## config.mk

```make
export PLATFORM = sky130hd
export DESIGN_NAME = mig_tt_eval_engine
export DESIGN_NICKNAME = d
export VERILOG_FILES = /design/src/rtl/mig_tt_eval_engine.sv
export SDC_FILE = /design/constraint.sdc
export NUM_CORES = 1
export LEC_CHECK = 0
export BUFFER_PORTS_ARGS = -buffer_cell sky130_fd_sc_hd__buf_2
export CELL_PAD_IN_SITES_DETAIL_PLACEMENT = 1
export CELL_PAD_IN_SITES_GLOBAL_PLACEMENT = 1
export CORE_MARGIN = 3
export CORE_UTILIZATION = 44
export DETAILED_ROUTE_END_ITERATION = 16
export HOLD_SLACK_MARGIN = 0.1
export PLACE_DENSITY_LB_ADDON = 0.3
export SYNTH_ARGS = -nofsm -noshare
export SYNTH_HDL_FRONTEND = slang
export SYNTH_SLANG_ARGS = --single-unit
```

## constraint.sdc

```tcl
create_clock -name clk -period 4.19 [get_ports clk]
set_clock_uncertainty 0.15 [all_clocks]
set_input_delay 0.419 -clock clk [delete_from_list [all_inputs] [get_ports clk]]
set_output_delay 0.419 -clock clk [all_outputs]
set_load 0.01 [all_outputs]
```

## src/rtl/mig_tt_eval_engine.sv

```systemverilog
// Sequential MIG evaluator: sweeps all minterms through a loadable majority-node program.
// Latency TTW*(num_nodes+1)+1 from start to done; writes/starts are ignored while busy.
module mig_tt_eval_engine #(
  parameter  int NUM_INPUTS = 4,
  parameter  int MAX_NODES  = 16,
  localparam int TTW        = 1 << NUM_INPUTS,
  localparam int SELW       = $clog2(1 + NUM_INPUTS + MAX_NODES),
  localparam int AW         = $clog2(MAX_NODES),
  localparam int NW         = $clog2(MAX_NODES + 1),
  localparam int WW         = 3 * (SELW + 1)
) (
  input  logic            clk,
  input  logic            rst,
  input  logic            wr_en,
  input  logic [AW-1:0]   wr_addr,
  input  logic [WW-1:0]   wr_data,
  input  logic            start,
  input  logic [NW-1:0]   num_nodes,
  input  logic [SELW-1:0] out_sel,
  input  logic            out_inv,
  output logic            busy,
  output logic            done,
  output logic [TTW-1:0]  tt,
  output logic            err
);

  typedef enum logic [1:0] {IDLE, EVAL, CAPTURE, FIN} state_t;

  state_t                state;
  logic [NUM_INPUTS-1:0] m;
  logic [AW-1:0]         k;
  logic [NW-1:0]         nn;
  logic [SELW-1:0]       osel;
  logic                  oinv;
  logic                  ovf;
  logic [MAX_NODES-1:0]  node_val;
  logic [WW-1:0]         prog [MAX_NODES];

  // A write coinciding with an accepted start is parked here so the run sees the old word.
  logic                  pend_vld;
  logic [AW-1:0]         pend_addr;
  logic [WW-1:0]         pend_data;

  // Returns {illegal, raw}; node operands are legal only below lim.
  function automatic logic [1:0] fetch(input logic [SELW-1:0]       s,
                                       input logic [NW-1:0]         lim,
                                       input logic [NUM_INPUTS-1:0] mt,
                                       input logic [MAX_NODES-1:0]  nv);
    logic raw;
    logic bad;
    raw = 1'b0;
    bad = 1'b0;
    for (int i = 0; i < NUM_INPUTS; i++)
      if (int'(s) == i + 1) raw = mt[i];
    for (int i = 0; i < MAX_NODES; i++)
      if (int'(s) == NUM_INPUTS + 1 + i) begin
        if (i < int'(lim)) raw = nv[i];
        else bad = 1'b1;
      end
    if (int'(s) > NUM_INPUTS + MAX_NODES) bad = 1'b1;
    return {bad, raw};
  endfunction

  logic [WW-1:0] word;
  logic [1:0]    fa, fb, fc, fo;
  logic          va, vb, vc, maj, bad_node;

  assign word = prog[k];

  always_comb begin
    fa       = fetch(word[WW-2 -: SELW], NW'(k), m, node_val);
    fb       = fetch(word[2*(SELW+1)-2 -: SELW], NW'(k), m, node_val);
    fc       = fetch(word[SELW-1:0], NW'(k), m, node_val);
    fo       = fetch(osel, nn, m, node_val);
    va       = fa[0] ^ word[WW-1];
    vb       = fb[0] ^ word[2*(SELW+1)-1];
    vc       = fc[0] ^ word[SELW];
    maj      = (va & vb) | (va & vc) | (vb & vc);
    bad_node = fa[1] | fb[1] | fc[1];
  end

  always_ff @(posedge clk) begin
    if (rst) begin
      state     <= IDLE;
      busy      <= 1'b0;
      done      <= 1'b0;
      tt        <= '0;
      err       <= 1'b0;
      m         <= '0;
      k         <= '0;
      nn        <= '0;
      osel      <= '0;
      oinv      <= 1'b0;
      ovf       <= 1'b0;
      node_val  <= '0;
      pend_vld  <= 1'b0;
      pend_addr <= '0;
      pend_data <= '0;
      for (int i = 0; i < MAX_NODES; i++) prog[i] <= '0;
    end else begin
      done <= 1'b0;
      case (state)
        IDLE: begin
          if (wr_en && start) begin
            pend_vld  <= 1'b1;
            pend_addr <= wr_addr;
            pend_data <= wr_data;
          end else if (wr_en) begin
            prog[wr_addr] <= wr_data;
          end
          if (start) begin
            busy     <= 1'b1;
            tt       <= '0;
            node_val <= '0;
            m        <= '0;
            k        <= '0;
            nn       <= num_nodes;
            osel     <= out_sel;
            oinv     <= out_inv;
            if (int'(num_nodes) > MAX_NODES) begin
              ovf   <= 1'b1;
              err   <= 1'b1;
              state <= EVAL;
            end else begin
              ovf   <= 1'b0;
              err   <= 1'b0;
              state <= (num_nodes == '0) ? CAPTURE : EVAL;
            end
          end
        end
        EVAL: begin
          if (ovf) begin
            state <= FIN;
          end else begin
            node_val[k] <= maj;
            if (bad_node) err <= 1'b1;
            if (NW'(k) == nn - NW'(1)) state <= CAPTURE;
            else k <= k + AW'(1);
          end
        end
        CAPTURE: begin
          tt[m] <= fo[0] ^ oinv;
          if (fo[1]) err <= 1'b1;
          k <= '0;
          if (m == NUM_INPUTS'(TTW - 1)) begin
            state <= FIN;
          end else begin
            m     <= m + NUM_INPUTS'(1);
            state <= (nn == '0) ? CAPTURE : EVAL;
          end
        end
        FIN: begin
          done     <= 1'b1;
          busy     <= 1'b0;
          state    <= IDLE;
          pend_vld <= 1'b0;
          if (pend_vld) prog[pend_addr] <= pend_data;
        end
      endcase
    end
  end

endmodule
```

# Word-level counts from Yosys, hierarchy flattened
# Memory sizes are Yosys's and may differ from the RTL's. A register that Yosys moved wholly into a read port is not among the register bits.
# Index checks and enable logic that the tools add are counted.
[classes]
n_addsub = 3
n_lt_le_gt_ge = 40
eq_ne = 93
n_mux = 319
bitwise_logic = 11
n_reduce_logical = 22
[ops]
columns = ["cell", "n"]
rows = [
  ["1-bit 2-to-1 mux", 288],
  ["5-bit equality test (second input constant)", 52],
  ["5-bit by 4-bit equality test with 1-bit output (second input constant)", 16],
  ["16-bit case mux with 2 select lines", 2],
  ["5-bit by 3-bit equality test with 1-bit output (second input constant)", 8],
  ["4-bit by 5-bit less-than comparator with 1-bit output (first input constant)", 8],
  ["18-bit 2-to-1 mux", 2],
  ["18-bit OR reduction", 2],
  ["16-bit bitwise mux", 2],
  ["16-bit 2-to-1 mux", 2],
  ["4-bit 2-to-1 mux", 8],
  ["4-bit less-than comparator (first input constant)", 7],
  ["5-bit > comparator (second input constant)", 5],
  ["5-bit by 2-bit equality test with 1-bit output (second input constant)", 4],
  ["3-bit by 5-bit less-than comparator with 1-bit output (first input constant)", 4],
  ["3-bit by 4-bit less-than comparator with 1-bit output (first input constant)", 4],
  ["2-bit 2-to-1 mux", 7],
  ["2-bit != test (second input constant)", 7],
  ["4-bit case mux with 3 select lines", 1],
  ["2-bit AND reduction", 6],
  ["5-bit zero test", 2],
  ["1-bit by 5-bit less-than comparator with 1-bit output (first input constant)", 2],
  ["2-bit by 5-bit less-than comparator with 1-bit output (first input constant)", 2],
  ["4-bit by 5-bit less-than comparator with 1-bit output (second input constant)", 2],
  ["25 further kinds", 45],
]
[totals]
reg_bits = 80
mem_bits_rw = 288
input_bits = 37
out_inout_bits = 19
elab_cells = 504
mem_count = 1
[mem_list]
columns = ["memory", "depth", "width", "read_ports", "rd_clocked_by_memory_dff", "wr", "line_no", "source"]
rows = [
  ["prog", 16, 18, 1, 1, 16, "37", "logic [WW-1:0] prog [MAX_NODES];"],
]

# Longest topological paths before layout
# Gate-level depths: netlist of run 1.
[depth]
word_depth = 42
depth_mapped = 18

# Worst setup path after synthesis of run 1
# OpenSTA, ideal clock, no wires.
[synth_timing]
kind = "flip-flop to flip-flop"
startpoint = "register with a tool-made name"
endpoint = "register node_val[4]"
setup_time_ns = 0.073
arrival_time_ns = 3.402
setup_slack_ns = 0.565
stages_incl_launch_ff = 17
n_path_buf = 4
synth_period_minus_slack_ns = 3.625
path_cell_list = "dfxtp_1 -> buf_6 -> buf_6 -> buf_4 -> mux4_2 -> a22oi_1 -> nand2_1 -> nand2_1 -> nor2_2 -> a22oi_1 -> a32oi_1 -> a311oi_1 -> xnor2_1 -> nor2_1 -> o31a_2 -> buf_6 -> o22ai_2"
[synth_lines]
columns = ["element", "line_no", "source"]
rows = [
  ["end signal: indexed assignment", "135", "node_val[k] <= maj;"],
  ["end: declaration", "36", "logic [MAX_NODES-1:0] node_val;"],
]

==> results of run 1 <==
[power by group]
part | internal (mW) | switching (mW)
Clock | 2.00 | 1.56
Sequential | 4.15 | 0.123
Combinational | 0.869 | 1.44
[sequential cells by signal, indices dropped and copies added (netlist names), named ones only]
name,count
node_val,16
oinv,1
tt,16
nn,5
pend_data,18
busy,1
done,1
state,2
pend_addr,4
m,4
pend_vld,1
k,4
err,1
osel,5
prog,288
ovf,1
[per-layer routing]
| metal | up-vias | share of wire (%) |
|---|---|---|
| li1 | 6817 | - |
| met1 | 7749 | 39 |
| met2 | 569 | 50 |
| met3 | 158 | 6.7 |
| met4 | 2 | 3.6 |
| met5 | - | 0.011 |
[worst max-delay path: stages (launching register included)]
cell and delay [ns]:
dfxtp_4 0.47, buf_4 0.20, mux4_2 0.50, mux2_2 0.36
o21bai_1 0.20, o32a_1 0.33, or3_1 0.38, o21ai_1 0.10
a211o_1 0.13, o221ai_2 0.11, xnor2_2 0.21, nor2_1 0.08
o31a_4 0.45, o21ai_0 0.21
[cell usage after synthesis (all sizes together) (15+ instances only)]
cell / n / share of area [%]
a21boi: 17 / 0.67
nor2: 369 / 7.3
a21oi: 114 / 3.1
buf: 36 / 1.4
ha: 15 / 0.99
nor3: 27 / 0.77
edfxtp: 288 / 45
mux4: 62 / 7.3
nor2b: 20 / 0.66
nand2: 169 / 3.4
mux2i: 77 / 4.1
a22oi: 32 / 1.3
nand3: 48 / 1.3
inv: 28 / 0.55
dfxtp: 84 / 8.8
clkbuf: 93 / 1.8
nand2b: 30 / 0.99
o21ai: 86 / 2.3
[layout make-up]
class / count / share of cell area (%)
Antenna cell: 2 / 0.02234
Clock buffer: 59 / 5.150
Clock inverter: 17 / 0.7484
Inverter: 28 / 0.4971
Multi-Input combinational cell: 1248 / 35.93
Sequential cell: 372 / 46.15
Tap cell: 577 / 3.223
Timing Repair Buffer: 236 / 8.283
[cell families (layout without fill, tap and decap cells)]
kind of cell	after synthesis	count (layout)	share of synthesized area (%)
and+or+nand+nor	715	715	16.24
buffers and inverters	157	340	3.804
muxes	146	146	11.83
xor gates and xnor gates	9	9	0.4139
DFF	372	372	54.24
other	0	2	0
AOI/OAI and AO/OA	361	361	12.38
adders and majority gates	17	17	1.091
[through the flow]
stage          hold slack [ns]  instances  power, mW  cell area [µm²]
3_3_place_gp            0.2905       2421      6.488            20610
6_report                0.3025       2539      10.14            22400
2_1_floorplan           0.2857       1777      5.792            19040
3_5_place_dp            0.2964       2421      6.561            20610
5_1_grt                 0.3215       2537      10.56            22400
4_1_cts                 0.3048       2531      10.14            22280
[timing repair]
item	in CTS	in global routing
resized for setup	0	15
endpoints found under the setup margin	0	17
endpoints found under the hold margin	35	0
buffers inserted	0	5
hold buffers	34	0
[cell usage in the layout, fill, tap and decap left out, types with 9 or more instances in the layout]
master and count:
clkbuf_1 12, inv_1 25, o21ai_0 73, buf_4 135, a21boi_0 17, edfxtp_1 288, buf_2 55, dlygate4sd3_1 34
nor2_1 366, mux2i_1 75, nor2b_1 20, a31oi_1 10, nor3_1 26, a21oi_1 113, nand2_1 167, nand3_1 47
dfxtp_1 82, o21ai_1 13, a211oi_1 9, mux4_2 62, ha_1 15, nand2b_1 30, buf_12 10, clkbuf_16 41
a22oi_1 30
[final timing paths]
check                from           end  slack (ns)  depth (start not counted)
min reg2reg  pend_data[2]  pend_data[2]        0.30                          2
max              register   node_val[1]        0.20                         13
max reg2reg      register   node_val[1]        0.20                         13
min          pend_data[2]  pend_data[2]        0.30                          2
==> results.py, run 1 <==
metrics = {
    "run_status": {
        "status": "completed",
    },
    "global_route": {
        "grt_pass1_vias": 15920,
        "grt_remaining_overflow": 0,
        "grt_use_met2_pct": 47.26,
        "grt.busiest_layer": "met2",
        "antenna_found_initial": 2,
        "met3_usage_pct": 4.237,
        "use_met1_pct": 35.00,
        "grt_pass1_wl_mm": 97.12,
        "grt.total_usage_pct": 27.40,
        "grt_max_degree": 55,
    },
    "final_layout": {
        "multi_input_area_mm2": 0.008049,
        "fillers": 4548,
        "syn2layout_area_growth_pct": 17.63,
        "final_util_pct": 52.93,
        "nNetsFinal": 1979,
        "drive_above_1_share_pct": 18.78,
        "seqCellArea_mm2": 0.01034,
    },
    "floorplan": {
        "core-area_mm2": 0.04232,
        "die_h_um": 214.0,
        "io-pin-count": 56,
        "initial_utilization_pct": 45.00,
        "die_area_mm2": 0.04582,
        "row_count": 75,
        "dieWidth_um": 214.0,
    },
    "drt": {
        "drc": 0,
        "via_per_inst": 6.024,
        "vias": 15300,
        "post_drt_wl_per_cell_um": 25.09,
        "ant_nets": 0,
        "dr.first_iter.drc_count": 1530,
        "dr.pass1.iters": 5,
        "wl_mm": 63.72,
    },
    "clocking": {
        "htreeDepth": 2,
        "clock_latency_ns": 0.58,
        "cts-root-buf": "clkbuf_16",
        "clk_pin_slew_ns": 0.06,
        "cts_buffer_depth": 3,
        "cts_tree": "done",
        "cts.sinks": 372,
        "cts_made_buffers": 41,
    },
    "yosys": {
        "yosysWarnings": 0,
        "synthFlopType": "edfxtp_1",
        "synthesis.area_mm2": 0.01904,
        "ys_types": 87,
        "synthCells": 1777,
        "synth_edf_count": 288,
        "syn_nets": 1829,
        "yosysSeqAreaShare_pct": 54.24,
        "async_flop_share_pct": 0,
        "syn_area_per_cell_um2": 10.72,
        "ys_ff_latch": 372,
    },
    "place": {
        "place_ws_ns": 0.1085,
        "port_buffers": 55,
        "dp_hpwl_mm": 43.68,
        "place_congestion": 0.9669,
    },
    "worst_setup_path": {
        "cp_max_fo": 16,
        "end_kind": "register",
        "cp.required_ns": 4.51,
        "cp.arrival_ns": 4.31,
        "path_class": "register to register",
        "critPathLaunchType": "register",
    },
    "sta": {
        "worst_pin_slew_ns": 1.355,
        "postLayoutSetupSlackWorst_ns": 0.1992,
        "max_freq_mhz": 250.6,
        "setup_tns_ns": 0,
        "timing.final.crit_share_pct": 95.25,
        "finalSetupViolCount": 0,
        "rsz0062_at_grt": "false",
        "finalHoldViolCount": 0,
        "relSlewSlack_pct": 9.091,
        "finalCriticalPeriod_ns": 3.991,
        "report.final.slew_viol_count": 0,
    },
    "pwr": {
        "p_leak_nw": 8.116,
        "cellPowerDensity_mw_per_mm2": 452.6,
        "ir_drop_uv": 346.8,
    },
    "min_path": {
        "min_path_type": "register to register",
    },
    "flow_run": {
        "drv_cap": 0,
    },
}
No activity file was read; power rests on OpenSTA's default activity.
==> run 2: changes to the inputs <==
- CORE_ASPECT_RATIO: not set -> 1.4
==> results.py, run 2 (synthesized netlist as in run 1, its figures left out) <==
metrics = {
    "drt": {
        "via_per_inst": 6.151,
        "post_drt_wl_per_cell_um": 26.92,
        "dr.first_iter.drc_count": 1145,
        "dr.pass1.iters": 5,
        "vias": 15320,
        "ant_nets": 0,
        "wl_mm": 67.06,
        "drc": 0,
    },
    "final_layout": {
        "final_common_cell": "nor2_1",
        "top_regs": "prog: 288 flops, pend_data: 18 flops",
        "final_cell_mix": "368 x nor2_1, 288 x edfxtp_1, 167 x nand2_1, 129 x buf_4, 113 x a21oi_1",
        "drive_above_1_share_pct": 17.95,
        "largest_reg_flops": 288,
        "seqCellArea_mm2": 0.01034,
        "syn2layout_area_growth_pct": 16.36,
        "fillers": 4541,
        "regMostFlops": "prog",
        "nNetsFinal": 1969,
        "multi_input_area_mm2": 0.008023,
    },
    "run_status": {
        "status": "completed",
    },
    "floorplan": {
        "row_count": 89,
        "dieWidth_um": 181.8,
        "die_area_mm2": 0.04585,
        "core-area_mm2": 0.04243,
        "die_h_um": 252.2,
        "initial_utilization_pct": 44.89,
        "io-pin-count": 56,
    },
    "clocking": {
        "cts_setup_buffers": 0,
        "cts-root-buf": "clkbuf_16",
        "cts_tree": "done",
        "cts.sinks": 372,
        "clock_latency_ns": 0.55,
        "clk_pin_slew_ns": 0.06,
        "cts_made_buffers": 38,
        "htreeDepth": 2,
        "cts_buffer_depth": 3,
    },
    "global_route": {
        "grt_remaining_overflow": 0,
        "antenna_found_initial": 1,
        "grt_pass1_vias": 16280,
        "grt_pass1_wl_mm": 101.2,
        "grt.total_usage_pct": 28.90,
        "grt_max_degree": 60,
    },
    "sta": {
        "finalCriticalPeriod_ns": 3.956,
        "relSlewSlack_pct": 18.35,
        "max_freq_mhz": 252.8,
        "worst_pin_slew_ns": 1.225,
        "finalHoldViolCount": 0,
        "report.final.slew_viol_count": 0,
        "timing.final.crit_share_pct": 94.41,
        "finalSetupViolCount": 0,
        "postLayoutSetupSlackWorst_ns": 0.2342,
    },
    "pwr": {
        "ir_drop_uv": 418.0,
        "power_frac_comb_pct": 23.5,
        "internal_power_mw": 6.939,
        "cellPowerDensity_mw_per_mm2": 451.4,
        "p_leak_nw": 8.008,
        "pwr-share-clk_pct": 33.7,
        "swShare_pct": 30.63,
        "seqPwrFrac_pct": 42.8,
        "p_sw_mw": 3.065,
        "total_power_mw": 10.00,
    },
    "worst_setup_path": {
        "endpoint": "node_val[15]",
        "cp.arrival_ns": 4.26,
        "critPathLaunchType": "register",
        "end_kind": "register",
        "worst_path_max_delay_cell": "mux4_2",
        "r2r_slack_ns": 0.23,
        "cp_max_fo": 28,
        "path_class": "register to register",
        "cp.required_ns": 4.49,
        "r2r_end": "node_val[15]",
        "crit_chain": "buf_12 -> mux4_2 -> mux2i_2 -> mux2i_2 -> buf_12 -> mux2i_1 -> o21ai_1 -> a221o_1 -> a211oi_2 -> o221ai_2 -> xnor2_1 -> nor2_1 -> o31a_4 -> o31ai_1",
        "slowest_delay_ns": 0.56,
        "rr_worst_depth": 14,
    },
    "place": {
        "place_ws_ns": 0.05001,
        "place_congestion": 1.033,
        "dp_hpwl_mm": 46.90,
        "port_buffers": 55,
    },
    "min_path": {
        "min_path_type": "register to register",
    },
    "flow_run": {
        "drv_cap": 0,
    },
}
-- run 2: worst max-delay path: cells and delay by family, from the launching register on --
family / cells / cell delay, ns
AO/OA/AOI/OAI: 6 / 1.48
XOR/XNOR: 1 / 0.24
multiplexers: 4 / 1.08
buffers and inverters: 2 / 0.42
AND/OR/NAND/NOR: 1 / 0.08
flip-flops: 1 / 0.38
-- run 2: how the worst min path moves through the flow --
stage	from	to	slack (ns)	cells past startpoint
finish	pend_data[10]	pend_data[10]	0.31	2
global route	pend_data[8]	pend_data[8]	0.35	2
CTS	pend_data[8]	pend_data[8]	0.31	2
detailed placement	pend_data[8]	pend_data[8]	0.30	2
global placement	pend_data[9]	pend_data[9]	0.29	2
floorplan	pend_data[0]	pend_data[0]	0.29	2
-- run 2: power groups by stage --
stage	registers [mW]	logic [mW]	clock network [mW]
3_5_place_dp	4.35	2.27	0
6_report	4.28	2.35	3.37
4_1_cts	4.28	2.31	3.42
3_3_place_gp	4.34	2.22	0
5_1_grt	4.30	2.53	3.55
2_1_floorplan	4.29	1.50	0
-- run 2: per-layer routing --
layer  track usage [%]  vias up  wire, µm
li1                  -     6766         -
met1             33.17     7833     24380
met2             53.67      550     35820
met3             3.095      170      3284
met4             13.61        2      3565
met5                 0        -        13
-- run 2: area by class of cell --
cell class              instances  area share [%]
diodes                          1         0.01129
clock buffers                  49           4.568
clock inverters                18          0.8695
inverters                      28          0.4743
multi-input cells            1248           36.20
flip-flops and latches        372           46.65
well taps                     546           3.083
repair buffers                229           8.142
-- run 2: timing repair --
action	CTS	global route
endpoints found under the hold margin	37	0
endpoints found under the setup margin	0	17
gates resized for setup	0	8
hold buffers	34	0
-- run 2: stage by stage --
stage,util (%),instance area (µm²),TNS (ns),hold slack (ns),cells
after global placement,48.49,20570,0,0.2910,2388
after floorplan,-,19040,0,0.2857,1777
after global routing,52.23,22160,-0.01125,0.3489,2490
final,52.23,22160,0,0.3134,2491
after detailed placement,48.49,20570,0,0.3036,2388
after CTS,52.13,22120,0,0.3124,2489
==> run 3: changes to the inputs <==
- CORE_MARGIN: 3 -> 2
- clock period: 4.19 -> 3.8 ns (I/O delays scaled with it)
==> results.py, run 3 (synthesized netlist as in run 1, its figures left out) <==
metrics = {
    "run_status": {
        "status": "complete, but fails checks",
        "violations": "negative setup slack",
    },
    "global_route": {
        "grt_pass1_wl_mm": 109.4,
        "grt.total_usage_pct": 32.49,
        "grt_max_degree": 45,
        "grt_pass1_vias": 17510,
        "antenna_found_initial": 1,
        "grt_remaining_overflow": 0,
    },
    "drt": {
        "dr.first_iter.drc_count": 1038,
        "ant_nets": 0,
        "via_per_inst": 6.099,
        "post_drt_wl_per_cell_um": 27.83,
        "wl_mm": 73.77,
        "drc": 0,
        "vias": 16170,
        "dr.pass1.iters": 5,
    },
    "sta": {
        "worst_pin_slew_ns": 1.089,
        "finalSetupViolCount": 17,
        "finalCriticalPeriod_ns": 3.952,
        "rsz0062_at_grt": "true",
        "finalHoldViolCount": 0,
        "fin_worst_hold_slack_ns": 0.3085,
        "postLayoutSetupSlackWorst_ns": -0.1517,
        "max_freq_mhz": 253.1,
        "relSlewSlack_pct": 27.18,
        "timing.final.crit_share_pct": 104.0,
        "report.final.slew_viol_count": 0,
    },
    "clocking": {
        "clock_latency_ns": 0.56,
        "cts_made_buffers": 39,
        "cts_buffer_depth": 3,
        "htreeDepth": 2,
        "cts_tree": "done",
        "cts-root-buf": "clkbuf_16",
        "cts.sinks": 372,
        "clk_pin_slew_ns": 0.07,
    },
    "place": {
        "port_buffers": 55,
        "place_ws_ns": -0.3291,
        "place_congestion": 0.9885,
        "dp_hpwl_mm": 50.85,
    },
    "final_layout": {
        "final_common_cell": "nor2_1",
        "drive_above_1_share_pct": 26.74,
        "regMostFlops": "prog",
        "nNetsFinal": 2119,
        "top_regs": "prog: 288 flops, pend_data: 18 flops",
        "largest_reg_flops": 288,
        "multi_input_area_mm2": 0.008407,
        "seqCellArea_mm2": 0.01034,
        "fillers": 4565,
        "final_cell_mix": "363 x nor2_1, 288 x edfxtp_1, 250 x buf_4, 165 x nand2_1, 108 x a21oi_1",
        "syn2layout_area_growth_pct": 26.09,
    },
    "worst_setup_path": {
        "cp.arrival_ns": 4.27,
        "critPathLaunchType": "register",
        "cp.required_ns": 4.12,
        "end_kind": "register",
        "path_class": "register to register",
        "cp_max_fo": 8,
    },
    "pwr": {
        "cellPowerDensity_mw_per_mm2": 501.2,
        "p_leak_nw": 8.929,
        "ir_drop_uv": 435.9,
    },
    "floorplan": {
        "die_area_mm2": 0.04499,
        "dieWidth_um": 179.8,
        "row_count": 90,
        "io-pin-count": 56,
        "core-area_mm2": 0.04290,
        "initial_utilization_pct": 44.39,
        "die_h_um": 250.2,
    },
    "min_path": {
        "min_path_type": "register to register",
    },
    "flow_run": {
        "drv_cap": 0,
    },
}
==> run 3: final cells by class <==
cell class	instances	share of cell area, %
repair buffers	377	13.22
multi-input cells	1249	35.01
clock buffers	51	4.439
well taps	552	2.876
flip-flops and latches	372	43.05
inverters	28	0.4481
diodes	1	0.01042
clock inverters	21	0.9431
==> run 3: what timing repair did <==
| action | in CTS | in global routing |
|---|---|---|
| endpoints found under the hold margin | 35 | 0 |
| pin swaps | 26 | 29 |
| hold buffers | 34 | 0 |
| gates resized for setup | 65 | 38 |
| setup buffers | 31 | 11 |
| cloned | 2 | 0 |
| endpoints found under the setup margin | 17 | 29 |
==> run 3: path summary, 6_finish.rpt <==
kind | from | to | slack, ns | depth (start not counted)
worst max-delay path | register | node_val[15] | -0.15 | 13
worst min-delay path | pend_data[7] | pend_data[7] | 0.31 | 2
worst max register to register | register | node_val[15] | -0.15 | 13
worst min register to register | pend_data[7] | pend_data[7] | 0.31 | 2
==> run 3: report_power, final <==
group,switching [mW],total (mW),internal (mW)
Combinational,1.94,3.40,1.45
Clock,1.67,3.94,2.27
Sequential,0.128,4.70,4.57
==> run 3: critical path, stage by stage, from the launching register on <==
cell and delay (ns):
dfxtp_4 0.38, buf_12 0.14, buf_12 0.13, mux4_2 0.51
a22o_4 0.28, a221oi_4 0.29, nand3_2 0.13, or2_1 0.25
o311a_1 0.36, a211oi_2 0.33, o211ai_1 0.15, buf_4 0.20
o31a_4 0.35, o31ai_1 0.20
==> run 3: metrics by stage <==
step                util, %  total power [mW]  cell area (µm²)  setup TNS (ns)  std cells
finish                55.97             12.03            24010          -1.791       2651
global route          55.97             12.42            24010          -3.577       2651
CTS                   55.33             11.89            23740         -0.5530       2639
detailed placement    50.08             7.639            21490          -4.301       2500
global placement      50.08             7.546            21490          -3.271       2500
floorplan                 -             6.386            19040               0       1777
==> run 3: routing by layer <==
layer / up-vias / share of wire (%) / routed length (µm) / GRT usage, %
li1: 7066 / - / - / -
met1: 8173 / 34 / 25320 / 34.61
met2: 694 / 53 / 39180 / 59.88
met3: 236 / 5.7 / 4203 / 4.580
met4: 0 / 6.9 / 5056 / 20.81
met5: - / 0 / 0 / 0
